<file path="config.mk">
export PLATFORM = sky130hd
export DESIGN_NAME = timer_dev_flat
export DESIGN_NICKNAME = d
export VERILOG_FILES = /design/src/rtl/timer_pkg.sv /design/src/rtl/timer_if.sv /design/src/rtl/timer_regfile.sv /design/src/rtl/timer_dev.sv /design/src/flat_wrapper.sv
export SDC_FILE = /design/constraint.sdc
export NUM_CORES = 1
export LEC_CHECK = 0
export CAP_MARGIN = 10
export CORE_MARGIN = 2
export CORE_UTILIZATION = 48
export DETAILED_ROUTE_END_ITERATION = 10
export HOLD_SLACK_MARGIN = 0.03
export PLACE_DENSITY_LB_ADDON = 0.15
export SKIP_LAST_GASP = 1
export SLEW_MARGIN = 20
export SYNTH_ARGS = -nofsm -noshare
export SYNTH_HDL_FRONTEND = slang
export SYNTH_SLANG_ARGS = --single-unit
</file>
<file path="constraint.sdc">
create_clock -name clk -period 2.3 [get_ports clk]
set_input_delay 0.46 -clock clk [delete_from_list [all_inputs] [get_ports clk]]
set_output_delay 0.46 -clock clk [all_outputs]
set_load 0.03 [all_outputs]
</file>
<file path="src/rtl/timer_pkg.sv">
// Shared encodings for the bus timer: FSM states, register offsets, CTRL layout and modes.
package timer_pkg;

  localparam logic [1:0] ST_IDLE = 2'd0;
  localparam logic [1:0] ST_CNT  = 2'd1;
  localparam logic [1:0] ST_INT  = 2'd2;

  localparam logic [1:0] ADDR_CTRL   = 2'd0;
  localparam logic [1:0] ADDR_PRESET = 2'd1;
  localparam logic [1:0] ADDR_COUNT  = 2'd2;

  localparam int CTRL_EN      = 0;
  localparam int CTRL_MODE_LO = 1;
  localparam int CTRL_MODE_HI = 2;
  localparam int CTRL_IM      = 3;

  localparam logic [1:0] MODE_ONESHOT = 2'b00;
  localparam logic [1:0] MODE_RELOAD  = 2'b01;

  typedef struct packed {
    logic       im;
    logic [1:0] mode;
    logic       en;
  } ctrl_t;

endpackage

</file>
<file path="src/rtl/timer_if.sv">
// Bridge-to-timer register bus: word offset, write strobe/data, combinational read data and irq.
interface timer_if #(parameter int WIDTH = 32);
  logic [1:0]       addr;
  logic             we;
  logic [WIDTH-1:0] din;
  logic [WIDTH-1:0] dout;
  logic             irq;

  modport master (output addr, we, din, input dout, irq);
  modport slave  (input addr, we, din, output dout, irq);
endinterface

</file>
<file path="src/rtl/timer_regfile.sv">
// CTRL/PRESET storage, write decode, sticky PEND with clear-on-write, readback mux.
// Writes land on the next edge, reads are combinational; no backpressure.
module timer_regfile
  import timer_pkg::*;
#(
  parameter int WIDTH = 32
) (
  input  logic             clk,
  input  logic             rst,
  input  logic [1:0]       addr,
  input  logic             we,
  input  logic [WIDTH-1:0] din,
  input  logic [WIDTH-1:0] count,
  input  logic             en_clr,
  input  logic             pend_set,
  input  logic             pend_clr,
  output logic             en,
  output logic             im,
  output logic             reload,
  output logic [WIDTH-1:0] preset,
  output logic             pend,
  output logic [WIDTH-1:0] dout
);

  ctrl_t ctrl_q;
  logic  wr_ctrl;
  logic  wr_preset;

  assign wr_ctrl   = we && (addr == ADDR_CTRL);
  assign wr_preset = we && (addr == ADDR_PRESET);

  always_ff @(posedge clk) begin
    if (rst) begin
      ctrl_q <= '0;
      preset <= '0;
      pend   <= 1'b0;
    end else begin
      // A software CTRL write overrides the FSM's end-of-one-shot EN clear.
      if (wr_ctrl) begin
        ctrl_q.en <= din[CTRL_EN];
        ctrl_q.im <= din[CTRL_IM];
`ifdef TIMER_AUTO_RELOAD_EN
        ctrl_q.mode <= din[CTRL_MODE_HI:CTRL_MODE_LO];
`endif
      end else if (en_clr) begin
        ctrl_q.en <= 1'b0;
      end

      if (wr_preset) begin
        preset <= din;
      end

      if (pend_set) begin
        pend <= 1'b1;
      end else if (wr_ctrl || wr_preset || pend_clr) begin
        pend <= 1'b0;
      end
    end
  end

  assign en = ctrl_q.en;
  assign im = ctrl_q.im;

`ifdef TIMER_AUTO_RELOAD_EN
  assign reload = (ctrl_q.mode == MODE_RELOAD);
`else
  assign reload = 1'b0;
`endif

  always_comb begin
    dout = '0;
    case (addr)
      ADDR_CTRL:   dout[3:0] = ctrl_q;
      ADDR_PRESET: dout      = preset;
      ADDR_COUNT:  dout      = count;
      default:     dout      = '0;
    endcase
  end

endmodule

</file>
<file path="src/rtl/timer_dev.sv">
// 32-bit down-counting bus timer, one-shot or auto-reload (TIMER_AUTO_RELOAD_EN) with maskable irq.
// Register writes take 1 edge, reads are combinational; no backpressure.
module timer_dev
  import timer_pkg::*;
#(
  parameter int WIDTH = 32
) (
  input  logic   clk,
  input  logic   rst,
  timer_if.slave bus
);

  logic [1:0]       state;
  logic [WIDTH-1:0] count;
  logic [WIDTH-1:0] preset;
  logic             en;
  logic             im;
  logic             reload;
  logic             pend;
  logic             pend_set;
  logic             en_clr;
  logic             pend_clr;

  timer_regfile #(.WIDTH(WIDTH)) u_regfile (
    .clk      (clk),
    .rst      (rst),
    .addr     (bus.addr),
    .we       (bus.we),
    .din      (bus.din),
    .count    (count),
    .en_clr   (en_clr),
    .pend_set (pend_set),
    .pend_clr (pend_clr),
    .en       (en),
    .im       (im),
    .reload   (reload),
    .preset   (preset),
    .pend     (pend),
    .dout     (bus.dout)
  );

  // COUNT of 0 or 1 both terminate, so PRESET=0 acts like PRESET=1 and never wraps.
  assign pend_set = (state == ST_CNT) && en && (count <= WIDTH'(1));
  assign en_clr   = (state == ST_INT) && !reload;
  assign pend_clr = (state == ST_INT) && reload;

  always_ff @(posedge clk) begin
    if (rst) begin
      state <= ST_IDLE;
      count <= '0;
    end else begin
      case (state)
        ST_IDLE: begin
          if (en) begin
            count <= preset;
            state <= ST_CNT;
          end
        end
        ST_CNT: begin
          if (!en) begin
            state <= ST_IDLE;
          end else if (count <= WIDTH'(1)) begin
            count <= '0;
            state <= ST_INT;
          end else begin
            count <= count - WIDTH'(1);
          end
        end
        ST_INT: begin
`ifdef TIMER_AUTO_RELOAD_EN
          if (reload) begin
            count <= preset;
            state <= ST_CNT;
          end else begin
            state <= ST_IDLE;
          end
`else
          state <= ST_IDLE;
`endif
        end
        default: state <= ST_IDLE;
      endcase
    end
  end

  assign bus.irq = im & pend;

endmodule

</file>
<file path="src/flat_wrapper.sv">
// flat-port wrapper written by rule: the top's interface ports become plain ports
module timer_dev_flat import timer_pkg::*;
#(
  parameter int WIDTH = 32
)
  (clk, rst, bus_addr, bus_we, bus_din, bus_dout, bus_irq);
  timer_if #(.WIDTH(WIDTH)) bus_i ();
  input  logic clk;
  input  logic rst;
  input wire logic [$bits(bus_i.addr)-1:0] bus_addr;
  input wire logic [$bits(bus_i.we)-1:0] bus_we;
  input wire logic [$bits(bus_i.din)-1:0] bus_din;
  output wire logic [$bits(bus_i.dout)-1:0] bus_dout;
  output wire logic [$bits(bus_i.irq)-1:0] bus_irq;
  assign bus_i.addr = bus_addr;
  assign bus_i.we = bus_we;
  assign bus_i.din = bus_din;
  assign bus_dout = bus_i.dout;
  assign bus_irq = bus_i.irq;
  timer_dev #(.WIDTH(WIDTH)) u_core (.clk(clk), .rst(rst), .bus(bus_i));
endmodule
</file>
* After elaboration in Yosys (flattened, before gate mapping)
Cells that the tools add are included.
Word-level totals: register bits after elaboration 69, output and inout bits 33, word-level logic and storage cells 42
Operators by class: multiplexer cells 14, $lt $le $gt $ge 1, reduce and logical (&&, ||, !) cells 12, add/sub/neg operators 1, bitwise gates (word level) 1, equal/unequal tests 7
Operator list (number):
- $mux W32 | 3
- $pmux W32 S2 | 1
- $pmux W28 S2 | 1
- $le A32 B1 Y1 const B | 1
- $sub A32 B1 Y32 const B | 1
- $pmux W4 S3 | 1
- $mux W2 | 3
- $reduce_bool A2 Y1 | 3
- $eq A2 B1 Y1 const B | 2
- $eq A2 B2 Y1 const B | 2
- $logic_and A1 B1 Y1 | 4
- $logic_not A2 Y1 | 2
- $mux W1 | 4
- $ne A2 B2 Y1 const B | 2
- $pmux W2 S2 | 1
- $ne A3 B3 Y1 const B | 1
- $reduce_and A3 Y1 | 1
- $reduce_and A2 Y1 | 1
- $and A1 B1 Y1 | 1
- $logic_or A1 B1 Y1 | 1

* Depth between registers and ports, before layout
Gate-level depths: netlist (run 1).
word-level depth 5, mapped depth 8

* By module
Synthesis (run 1) repeated with hierarchy kept, for this count alone.
Second synthesis, totals: cell total of the unflattened synthesis 552, area, all modules 4216.5 um^2
By module, submodules not included:
- timer_dev | times used 1, cells an instance 316, area an instance 2368.5 um^2
- timer_regfile | times used 1, cells an instance 236, area an instance 1848.0 um^2

* Least setup slack after synthesis (run 1)
No wires, ideal clock.
path type reg2reg, start point reg u_core.count[0], end point reg u_core.count[16], clock period less this slack 2.184 ns, path buffers 1, slack 0.116 ns, stages on the path, launching flop included 9, required time 2.231 ns, arrival time 2.115 ns, path through dfxtp_1 -> inv_1 -> ha_1 -> o211ai_2 -> nor3_4 -> or3_1 -> buf_2 -> or4_1 -> o21ai_1
On the way: cells in the longest elaborated chain, start to end 4
Ends and longest elaborated chain:
- start: declaration | line timer_dev.sv:14 | logic [WIDTH-1:0] count;
- start signal: assignment | line timer_dev.sv:55 | count <= preset;
- start signal: assignment | line timer_dev.sv:66 | count <= count - WIDTH'(1);
- $sub A32 B1 Y32 or $le A32 B1 Y1 (tied branches) | line timer_dev.sv:66, timer_dev.sv:62
- $mux W32 * | line timer_dev.sv:62 | end else if (count <= WIDTH'(1)) begin
- $mux W32 * | line timer_dev.sv:60 | if (!en) begin
- $pmux W32 S2 * | line timer_dev.sv:52 | case (state)
Every way passes the cells marked *; elsewhere a longest branch is shown, timed or not. The select of a mux whose other input is x is not followed. A chain may end at the register's enable or synchronous reset.

* Worst setup path after layout (run 1)
start point reg u_core.count[0], end point reg u_core.count[7]
The elaborated chain is that of the path after synthesis.

==> results of run 1 <==
registers in the layout, summed over array words and instances, names as in the netlist:
name / cells
u_core.u_regfile.im: 1
u_core.count: 32
u_core.u_regfile.preset: 32
u_core.u_regfile.pend: 1
u_core.u_regfile.en: 1
u_core.state: 2
cells in the mapped netlist (7+ instances only):
cell,number,share of area
nand2_1,89,0.084
dfxtp_1,69,0.35
a21oi_1,58,0.073
a22oi_1,33,0.062
nor2b_1,30,0.047
clkbuf_1,29,0.027
nor2_1,28,0.026
nand3_1,17,0.021
and3_1,14,0.022
nor3_1,10,0.013
o21ai_0,10,0.013
nor4_1,9,0.014
or4_1,9,0.017
inv_1,7,0.0066
stage by stage:
step           total power, W  setup WS, ns  std cells  setup TNS [ns]  area, sq um
2_1_floorplan         0.00151         0.116        518               0         4000
3_3_place_gp          0.00174       -0.0794        729           -2.16         5140
3_5_place_dp          0.00175        -0.131        729           -2.87         5140
4_1_cts               0.00277        0.0112        746               0         5400
5_1_grt               0.00287       0.00296        746               0         5420
6_report              0.00277        0.0760        746               0         5420
where the power goes:
part / switching [W] / internal [W] / total (W)
logic: 0.000266 / 0.000241 / 0.000507
registers: 0.0000217 / 0.00122 / 0.00124
clock network: 0.000501 / 0.000526 / 0.00103
total: 0.000788 / 0.00199 / 0.00277
what timing repair did:
item / 4_1_cts / 5_1_grt
hold endpoints to repair: 0 / 0
endpoints found under the setup margin: 33 / 5
resized for setup: 17 / 3
pin swaps: 2 / 2
buffers inserted: 1 / 0
final timing paths:
path / start / endpoint / cells past startpoint
worst max-delay path: u_core.count[0] / u_core.count[7] / 8
worst min-delay path: u_core.u_regfile.preset[11] / u_core.u_regfile.preset[11] / 2
worst max register to register: u_core.count[0] / u_core.count[7] / 8
worst min register to register: u_core.u_regfile.preset[11] / u_core.u_regfile.preset[11] / 2
routing by layer:
layer / routed length, um / global-route usage
met1: 5880 / 0.404
met2: 6190 / 0.499
met3: 690 / 0.0466
met4: 220 / 0.0894
met5: 0 / 0
cells by family (layout without fill, tap and decap cells):
kind of cell,Yosys count,after routing
AOI/OAI and AO/OA,151,151
and+or+nand+nor,246,246
DFF,69,69
muxes,1,1
buffers and inverters,44,167
adders and majority gates,6,6
xor gates and xnor gates,1,1
critical path, cell delays in order (launching register included):
cell	delay, ns
dfxtp_2	0.37
inv_1	0.08
ha_1	0.25
o211ai_2	0.24
nor3_4	0.08
nor2_1	0.59
buf_4	0.23
a21oi_1	0.06
o32ai_1	0.22
area by class of cell:
type                            instances  area share
Clock buffer                           10      0.0254
Multi-Input combinational cell        405       0.459
Sequential cell                        69       0.255
Timing Repair Buffer                  143       0.219
Tap cell                              105      0.0243
Inverter                                8     0.00555
Clock inverter                          6      0.0116
==> metrics.md, run 1 <==
| Metric | Value |
|---|---|
| Slew of the pin with the lowest slew margin | 0.766 ns |
| # fillers | between 700 and 800 |
| Area share of xor/xnor cells in the synthesized design | 0.00219 |
| Critical path fanouts, max | 8 |
| Clock Latency Late Sink | about 0.35 ns |
| Reg area | 1380 sq um |
| Number of max-cap violations | 0 |
| CTS Buf Count | 9 |
| First-pass GRT wire length | 21.2 mm |
| Synth unique cells | 61 |
| Final period utilization | 0.967 |
| Most frequent cells in the layout | buf_4, nand2_1, dfxtp_1 |
| Tmin final | 2.22 ns |
| Final clock skew | 0.00817 ns |
| Hold Path Class | reg2reg |
| Max VDD drop | 255 uV |
| Number of H-tree levels | 3 |
| Vias | 4,469 |
| Synth Area in Compound Gates | 0.251 |
| Drt pass-1 iters | 7 |
| RSZ-0062 raised after global routing | no |
| WL final | 13.0 mm |
| Port Buffers | between 60 and 70 |
| Slew Viols, Final | 0 |
| Gpl congestion | 0.969 |
| Data arrival time of the worst path | between 2 and 2.5 ns |
| Primary FF master, synth | dfxtp_1 |
| Initial antenna violation count | 0 |
| Clock tree root driver cell | clkbuf_8 |
| Register-to-register setup slack | 0.08 ns |
| Initial Utilization | 0.491 |
| Final HPWL from detailed placement | 9.56 mm |
| Post-synthesis simple-gate area fraction | 0.337 |
| Max clock buf depth | 2 |
| Die W | approximately 95 um |
| # IOs | 70 |
| PwrDens | ~500 nW/um^2 |
| Final setup violation count | 0 |
| Mean Syn Cell Area | 7.71 sq um |
| Die Area | between 9000 and 10,000 sq um |
| Clk slew on worst S/H paths | 0.08 ns |
| Adder-cell area share of the yosys netlist | 0.0188 |
| Final ANT Viol Nets | 0 |
| Most common cell after layout, fill and taps aside | buf_4 |
| YS warnings | 0 |
| Vias per cell | 5.99 |
| Status | finished clean |
| Avg WL per Cell | around 17 um |
| Layout Utilization | 0.666 |
| Slew headroom | 0.488 |
| Mux contribution to synthesized area | 0.00250 |
| Register area share after synthesis | 0.346 |
| Die H | ~95 um |
| Final Hold Fails | 0 |
| Largest net degree at the start of global routing | 41 |
| WHS | 0.469 ns |
| Vias in the first global route | 4,289 |
| EDFF count, synth | 0 |
| Core outline area | 8130 sq um |
| Drt drc | 0 |
| Post-Syn Area | 4000 sq um |
| Initial DRC Count | 272 |
| Multi-input gate area | 2490 sq um |
| Seq cells post-synth | 69 |
| CTS tree | built |
| Leak | 2.11 nW |
| CTS sink cnt | 69 |
| Layout cells sized above 1 | 0.234 |
| Critical Path End Type | flop |
| Layout Nets | 679 |
| Area delta synth->final | 35.5% |
| CTS Hold Bufs | 0 |
| Required @ worst endpoint | 2.56 ns |
| Critical path type | reg2reg |
| Largest family of logic cells by synthesized area | simple AND/OR/NAND/NOR gates |
| Ant diodes | 0 |
| Total congestion overflow | 0 |
| Peak Freq | between 0.4 and 0.5 GHz |
| Synth Instances | roughly 520 |
| GRT Total Usage | 0.301 |
| Syn nets | 561 |
| Num rows | 33 |
| CP startpoint kind | flop |
| Async SR Flop Fraction | 0 |
No activity file was read; power rests on OpenSTA's default activity.
==> run 2, diff against run 1 <==
--- a/config.mk
+++ b/config.mk
@@ -7,7 +7,7 @@
 export LEC_CHECK = 0
 export CAP_MARGIN = 10
 export CORE_MARGIN = 2
-export CORE_UTILIZATION = 48
+export CORE_UTILIZATION = 35
 export DETAILED_ROUTE_END_ITERATION = 10
 export HOLD_SLACK_MARGIN = 0.03
 export PLACE_DENSITY_LB_ADDON = 0.15
==> run 2 against run 1 <==
Compared with the run above:
- power increased by 14%
- global-route usage decreased by 8.5 points
- register-to-register slack about the same
- clock skew increased by 0.0023 ns
- core utilization decreased by 17 points
- critical path type unchanged
==> metrics.md, run 2 (synthesized netlist as in run 1, its figures left out) <==
| Metric | Value |
|---|---|
| Status | finished clean (unchanged) |
| Core outline area | 11,300 sq um (was 8130 sq um) |
| Max VDD drop | 402 uV (was 255 uV) |
| Tmin final | 2.22 ns (about the same) |
| Num rows | 39 (was 33) |
| CTS tree | built (unchanged) |
| Peak Freq | 0.450 GHz (about the same) |
| Post-route insts no fill | 786 (was 746) |
| Data arrival time of the worst path | 2.44 ns (was 2.48 ns) |
| Vias | 4,359 (was 4,469) |
| Largest net degree at the start of global routing | 44 (was 41) |
| GR peak layer | met2 (unchanged) |
| CTS sink cnt | 69 (unchanged) |
| Area delta synth->final | 40.3% (was 35.5%) |
| Port Buffers | 69 (unchanged) |
| Number of max-cap violations | 0 (unchanged) |
| Hold Path Class | reg2reg (unchanged) |
| Final HPWL from detailed placement | 9.78 mm (was 9.56 mm) |
| Total congestion overflow | 0 (unchanged) |
| Area post-placement | 5200 sq um (was 5140 sq um) |
| Clock tree root driver cell | clkbuf_16 (was clkbuf_8) |
| Final Hold Fails | 0 (unchanged) |
| Critical path fanouts, max | 6 (was 8) |
| Final clock skew | 0.0105 ns (was 0.00817 ns) |
| Initial Utilization | 0.355 (was 0.491) |
| Number of H-tree levels | 3 (unchanged) |
| WL final | 13.2 mm (was 13.0 mm) |
| GRT Total Usage | 0.216 (was 0.301) |
| Final setup violation count | 0 (unchanged) |
| Most common cell after layout, fill and taps aside | buf_4 (unchanged) |
| Clock Latency Late Sink | 0.34 ns (was 0.35 ns) |
| Critical Path End Type | flop (unchanged) |
| Met2 usage | 0.364 (was 0.499) |
| Die H | 111 um (was 95.2 um) |
| Largest regs | u_core.count x32, u_core.u_regfile.preset x32, u_core.state x2 (unchanged) |
| GR Util met1 | 0.286 (was 0.404) |
| Final setup TNS | 0 ns (unchanged) |
| Initial antenna violation count | 0 (unchanged) |
| Gpl congestion | 0.921 (was 0.969) |
| Max clock buf depth | 2 (unchanged) |
| Ant diodes | 0 (unchanged) |
| WHS | 0.467 ns (was 0.469 ns) |
| Final period utilization | 0.967 (about the same) |
| CTS Buf Count | 9 (unchanged) |
| Layout Nets | 681 (was 679) |
| Required @ worst endpoint | 2.51 ns (was 2.56 ns) |
| Layout cells sized above 1 | 0.247 (was 0.234) |
| CP startpoint kind | flop (unchanged) |
| First-pass GRT wire length | 21.9 mm (was 21.2 mm) |
| Slew headroom | 0.463 (was 0.488) |
| Most frequent cells in the layout | buf_4, nand2_1, dfxtp_1 (unchanged) |
| Die Area | 12,300 sq um (was 9070 sq um) |
| PwrDens | 563 nW/um^2 (was 512 nW/um^2) |
| Slew Viols, Final | 0 (unchanged) |
| Vias in the first global route | 4,329 (was 4,289) |
| # IOs | 70 (unchanged) |
| Leak | 2.16 nW (was 2.11 nW) |
| Critical path type | reg2reg (unchanged) |
| Clk slew on worst S/H paths | 0.07 ns (was 0.08 ns) |
| Final ANT Viol Nets | 0 (unchanged) |
| Vias per cell | 5.55 (was 5.99) |
| Slew of the pin with the lowest slew margin | 0.803 ns (was 0.766 ns) |
| Post-Place Cells | 769 (was 729) |
| Die W | 111 um (was 95.2 um) |
| Post-route cell area | 5610 sq um (was 5420 sq um) |
| Initial DRC Count | 256 (was 272) |
| Avg WL per Cell | 16.8 um (was 17.4 um) |
| Drt pass-1 iters | 5 (was 7) |
| Drt drc | 0 (unchanged) |
| Met3 usage | 0.0284 (was 0.0466) |
| RSZ-0062 raised after global routing | yes (was no) |
[run 2: metrics by stage]
step           worst slack, ns  utilization  power (W)
2_1_floorplan            0.116            -    0.00151
4_1_cts                 0.0472        0.495    0.00318
3_3_place_gp           -0.0980        0.462    0.00176
5_1_grt                -0.0355        0.498    0.00329
3_5_place_dp            -0.133        0.462    0.00176
6_report                0.0764        0.498    0.00316
[run 2: layout make-up]
class	instances	area (sq um)
clock inverters	7	76.3
fillers	1138	5660
well taps	143	179
clock buffers	9	225
multi-input cells	405	2520
flip-flops and latches	69	1380
inverters	8	30.0
repair buffers	145	1200
[run 2: power breakdown]
group          switching [W]  total (W)  leakage (nW)  internal, W
Sequential         0.0000220    0.00124         0.559      0.00122
Combinational       0.000266   0.000513          1.46     0.000247
Clock               0.000559    0.00140         0.142     0.000843
Total               0.000847    0.00316          2.16      0.00231
[run 2: worst max-delay path, stage by stage, from the launching register on]
cell	delay (ns)
dfxtp_1	0.34
nor3_1	0.41
o211ai_4	0.15
buf_4	0.17
buf_4	0.14
o31ai_4	0.32
buf_4	0.21
o21ai_0	0.09
a22oi_1	0.21
nor2_1	0.06
[run 2: routing by layer]
layer,vias up,wire [um]
li1,2147,-
met1,2097,6110
met2,95,6340
met3,20,511
met4,0,214
met5,-,0
[run 2: final timing paths]
| path | from | to | slack, ns | depth (start not counted) |
|---|---|---|---|---|
| max reg2reg | u_core.count[26] | u_core.count[4] | 0.08 | 9 |
| min reg2reg | u_core.u_regfile.preset[10] | u_core.u_regfile.preset[10] | 0.47 | 2 |
| min | u_core.u_regfile.preset[10] | u_core.u_regfile.preset[10] | 0.47 | 2 |
| max | u_core.count[26] | u_core.count[4] | 0.08 | 9 |
[run 2: what timing repair did]
item	4_1_cts	5_1_grt
resized for setup	19	6
hold endpoints to repair	0	0
setup buffers	0	1
hold buffers	0	0
gates cloned	0	0
pin swaps	0	1
setup endpoints to repair	32	8
==> run 3, diff against run 2 <==
--- a/config.mk
+++ b/config.mk
@@ -5,12 +5,13 @@
 export SDC_FILE = /design/constraint.sdc
 export NUM_CORES = 1
 export LEC_CHECK = 0
+export ABC_AREA = 1
 export CAP_MARGIN = 10
 export CORE_MARGIN = 2
 export CORE_UTILIZATION = 35
 export DETAILED_ROUTE_END_ITERATION = 10
-export HOLD_SLACK_MARGIN = 0.03
 export PLACE_DENSITY_LB_ADDON = 0.15
+export SETUP_SLACK_MARGIN = 0.2
 export SKIP_LAST_GASP = 1
 export SLEW_MARGIN = 20
 export SYNTH_ARGS = -nofsm -noshare
==> run 3 against run 2 <==
Compared with the run above:
- critical endpoint is now bus_dout[27]
- cell count rose by 8.7%
- worst setup slack improved by 0.22 ns
- sequential power rose by 9%
==> metrics.md, run 3 <==
| Metric | Value |
|---|---|
| Status | finished clean (unchanged) |
| Drt drc | 0 (unchanged) |
| PwrDens | 662 nW/um^2 (was 563 nW/um^2) |
| Final period utilization | 0.872 (was 0.967) |
| Most frequent cells in the layout | nand2_1, nor2_1, dfxtp_1 (was buf_4, nand2_1, dfxtp_1) |
| CP cell instances | buf_2, inv_2, ha_4, inv_4, bufbuf_16, a21oi_4, buf_6 (was nor3_1, o211ai_4, buf_4, buf_4, o31ai_4, buf_4, o21ai_0, a22oi_1, nor2_1) |
| Layout Nets | 746 (was 681) |
| CP startpoint kind | input pin (was flop) |
| Slew headroom | 0.688 (was 0.463) |
| Seq cells post-synth | 69 (unchanged) |
| Slew Viols, Final | 0 (unchanged) |
| Mean Syn Cell Area | 6.64 sq um (was 7.71 sq um) |
| Number of H-tree levels | 3 (unchanged) |
| Setup WS pre-CTS | -0.106 ns (was -0.133 ns) |
| Start of the worst register-to-register path | u_core.count[0] (was u_core.count[26]) |
| Final clock skew | 0.00530 ns (was 0.0105 ns) |
| Initial DRC Count | 315 (was 256) |
| Number of max-cap violations | 0 (unchanged) |
| Most common cell after layout, fill and taps aside | nand2_1 (was buf_4) |
| Most frequent cell after synthesis | nand2_1 (unchanged) |
| Die Area | 13,000 sq um (was 12,300 sq um) |
| Vias in the first global route | 4,150 (was 4,329) |
| Syn nets | 679 (was 561) |
| Area delta synth->final | 32.0% (was 40.3%) |
| Port Buffers | 69 (unchanged) |
| Critical Path End Type | output pin (was flop) |
| Final HPWL from detailed placement | 9.64 mm (was 9.78 mm) |
| Hold Path Class | reg2reg (unchanged) |
| Largest regs | u_core.count x32, u_core.u_regfile.preset x32, u_core.state x2 (unchanged) |
| CTS sink cnt | 69 (unchanged) |
| Die H | 114 um (was 111 um) |
| CTS tree | built (unchanged) |
| Synth unique cells | 29 (was 61) |
| Drt pass-1 iters | 4 (was 5) |
| Final ANT Viol Nets | 0 (unchanged) |
| Primary FF master, synth | dfxtp_1 (unchanged) |
| Hold Crit Start | u_core.u_regfile.pend (was u_core.u_regfile.preset[10]) |
| Gpl congestion | 0.895 (was 0.921) |
| Final Hold Fails | 0 (unchanged) |
| Clock tree root driver cell | clkbuf_16 (unchanged) |
| Initial antenna violation count | 0 (unchanged) |
| Slew of the pin with the lowest slew margin | 0.468 ns (was 0.803 ns) |
| Clock Latency Late Sink | 0.34 ns (about the same) |
| Path depth of the worst reg2reg path | 10 (was 9) |
| Tmin final | 2.01 ns (was 2.22 ns) |
| Num rows | 40 (was 39) |
| Leading area contributor after synthesis | dfxtp_1 (unchanged) |
| Layout cells sized above 1 | 0.243 (was 0.247) |
| RSZ-0062 raised after global routing | no (was yes) |
| Core outline area | 11,900 sq um (was 11,300 sq um) |
| Post-Syn Area | 4230 sq um (was 4000 sq um) |
| Required @ worst endpoint | 1.84 ns (was 2.51 ns) |
| Data arrival time of the worst path | 1.55 ns (was 2.44 ns) |
| WL final | 13.5 mm (was 13.2 mm) |
| YS warnings | 0 (unchanged) |
| WHS | 0.510 ns (was 0.467 ns) |
| Synth Instances | 636 (was 518) |
| Most frequent cells after synthesis | nand2_1, nor2_1, a21oi_1, dfxtp_1, o21ai_0 (was nand2_1, dfxtp_1, a21oi_1) |
| Area share of the largest cell type after synthesis | 0.327 (was 0.346) |
| GRT Total Usage | 0.213 (was 0.216) |
| Critical path fanouts, max | 7 (was 6) |
| Final setup violation count | 0 (unchanged) |
| Register area share after synthesis | 0.327 (was 0.346) |
| Largest net degree at the start of global routing | 51 (was 44) |
| First-pass GRT wire length | 21.7 mm (was 21.9 mm) |
| Die W | 114 um (was 111 um) |
| CP max-delay cell | ha_4 (was nor3_1) |
| Hold Crit Depth | 2 (unchanged) |
| Top post-synthesis cells by area | dfxtp_1, nand2_1, nor2_1 (was dfxtp_1, nand2_1, a21oi_1) |
| Crit path largest cell delay | 0.27 ns (was 0.41 ns) |
| Avg WL per Cell | 15.8 um (was 16.8 um) |
| Ant diodes | 0 (unchanged) |
| Peak Freq | 0.498 GHz (was 0.450 GHz) |
| Leak | 2.24 nW (was 2.16 nW) |
| Vias per cell | 5.18 (was 5.55) |
| Critical path type | in2out (was reg2reg) |
| Final WS setup | 0.294 ns (was 0.0764 ns) |
| CTS Buf Count | 9 (unchanged) |
| Worst Setup SP | bus_addr[1] (was u_core.count[26]) |
| EDFF count, synth | 0 (unchanged) |
| Max clock buf depth | 2 (unchanged) |
| Vias | 4,425 (was 4,359) |
| Max VDD drop | 310 uV (was 402 uV) |
| Initial Utilization | 0.355 (about the same) |
| Async SR Flop Fraction | 0 (unchanged) |
| # IOs | 70 (unchanged) |
| Clk slew on worst S/H paths | 0.06 ns (was 0.07 ns) |
| Total congestion overflow | 0 (unchanged) |
==> run 3: changes by cell type after synthesis, moves of 26 or more <==
cell     change
nor2b_1     -30
inv_1       +31
o21ai_0     +57
a22oi_1     -33
a21oi_2     +26
nand2_1     +46
nor2_1      +74
==> run 3: timing repair <==
action,4_1_cts,5_1_grt
setup endpoints to repair,32,12
resized for setup,23,3
buffers inserted,0,0
gates cloned,1,0
hold buffers,0,0
==> run 3: layout make-up <==
cell class	count	area, sq um
clock buffers	10	239
multi-input cells	493	2700
well taps	147	184
clock inverters	5	60.1
flip-flops and latches	69	1380
fillers	1243	6330
repair buffers	90	863
inverters	40	153
==> run 3: logic make-up after synthesis <==
group | after synthesis | share of synthesized area
xor gates and xnor gates | 21 | 0.0435
DFF | 69 | 0.327
adders and majority gates | 6 | 0.0178
and+or+nand+nor | 301 | 0.318
AOI/OAI and AO/OA | 165 | 0.221
buffers and inverters | 74 | 0.0734
==> run 3: where the power goes <==
group          switching (W)  internal, W
clock               0.000551     0.000866
sequential         0.0000909      0.00126
combinational       0.000560     0.000363
total                0.00120      0.00249
==> run 3: metrics by stage <==
step | power [W] | setup TNS [ns] | utilization | cells | area [sq um]
2_1_floorplan | 0.00198 | 0 | - | 636 | 4340
3_3_place_gp | 0.00225 | -1.09 | 0.434 | 838 | 5170
3_5_place_dp | 0.00226 | -1.57 | 0.434 | 838 | 5170
4_1_cts | 0.00370 | 0 | 0.469 | 854 | 5590
5_1_grt | 0.00386 | 0 | 0.468 | 854 | 5580
6_report | 0.00369 | 0 | 0.468 | 854 | 5580
==> run 3: critical path: cells and delay by family <==
| kind | cells | cell delay, ns |
|---|---|---|
| compound gates | 1 | 0.13 |
| buf+inv | 5 | 0.67 |
| fa+ha+maj | 1 | 0.27 |
==> run 3: layer usage <==
| metal | track usage | up-vias | share of wire |
|---|---|---|---|
| met5 | 0 | - | 0 |
| met2 | 0.327 | 153 | 0.44 |
| met1 | 0.299 | 2057 | 0.46 |
| met3 | 0.0377 | 17 | 0.072 |
| li1 | - | 2198 | - |
| met4 | 0.0829 | 0 | 0.018 |
==> run 3: path summary, 6_finish.rpt <==
path                                               to  slack, ns
worst max-delay path                     bus_dout[27]       0.29
worst min register to register  u_core.u_regfile.pend       0.51
worst min-delay path            u_core.u_regfile.pend       0.51
worst max register to register       u_core.count[28]       0.55
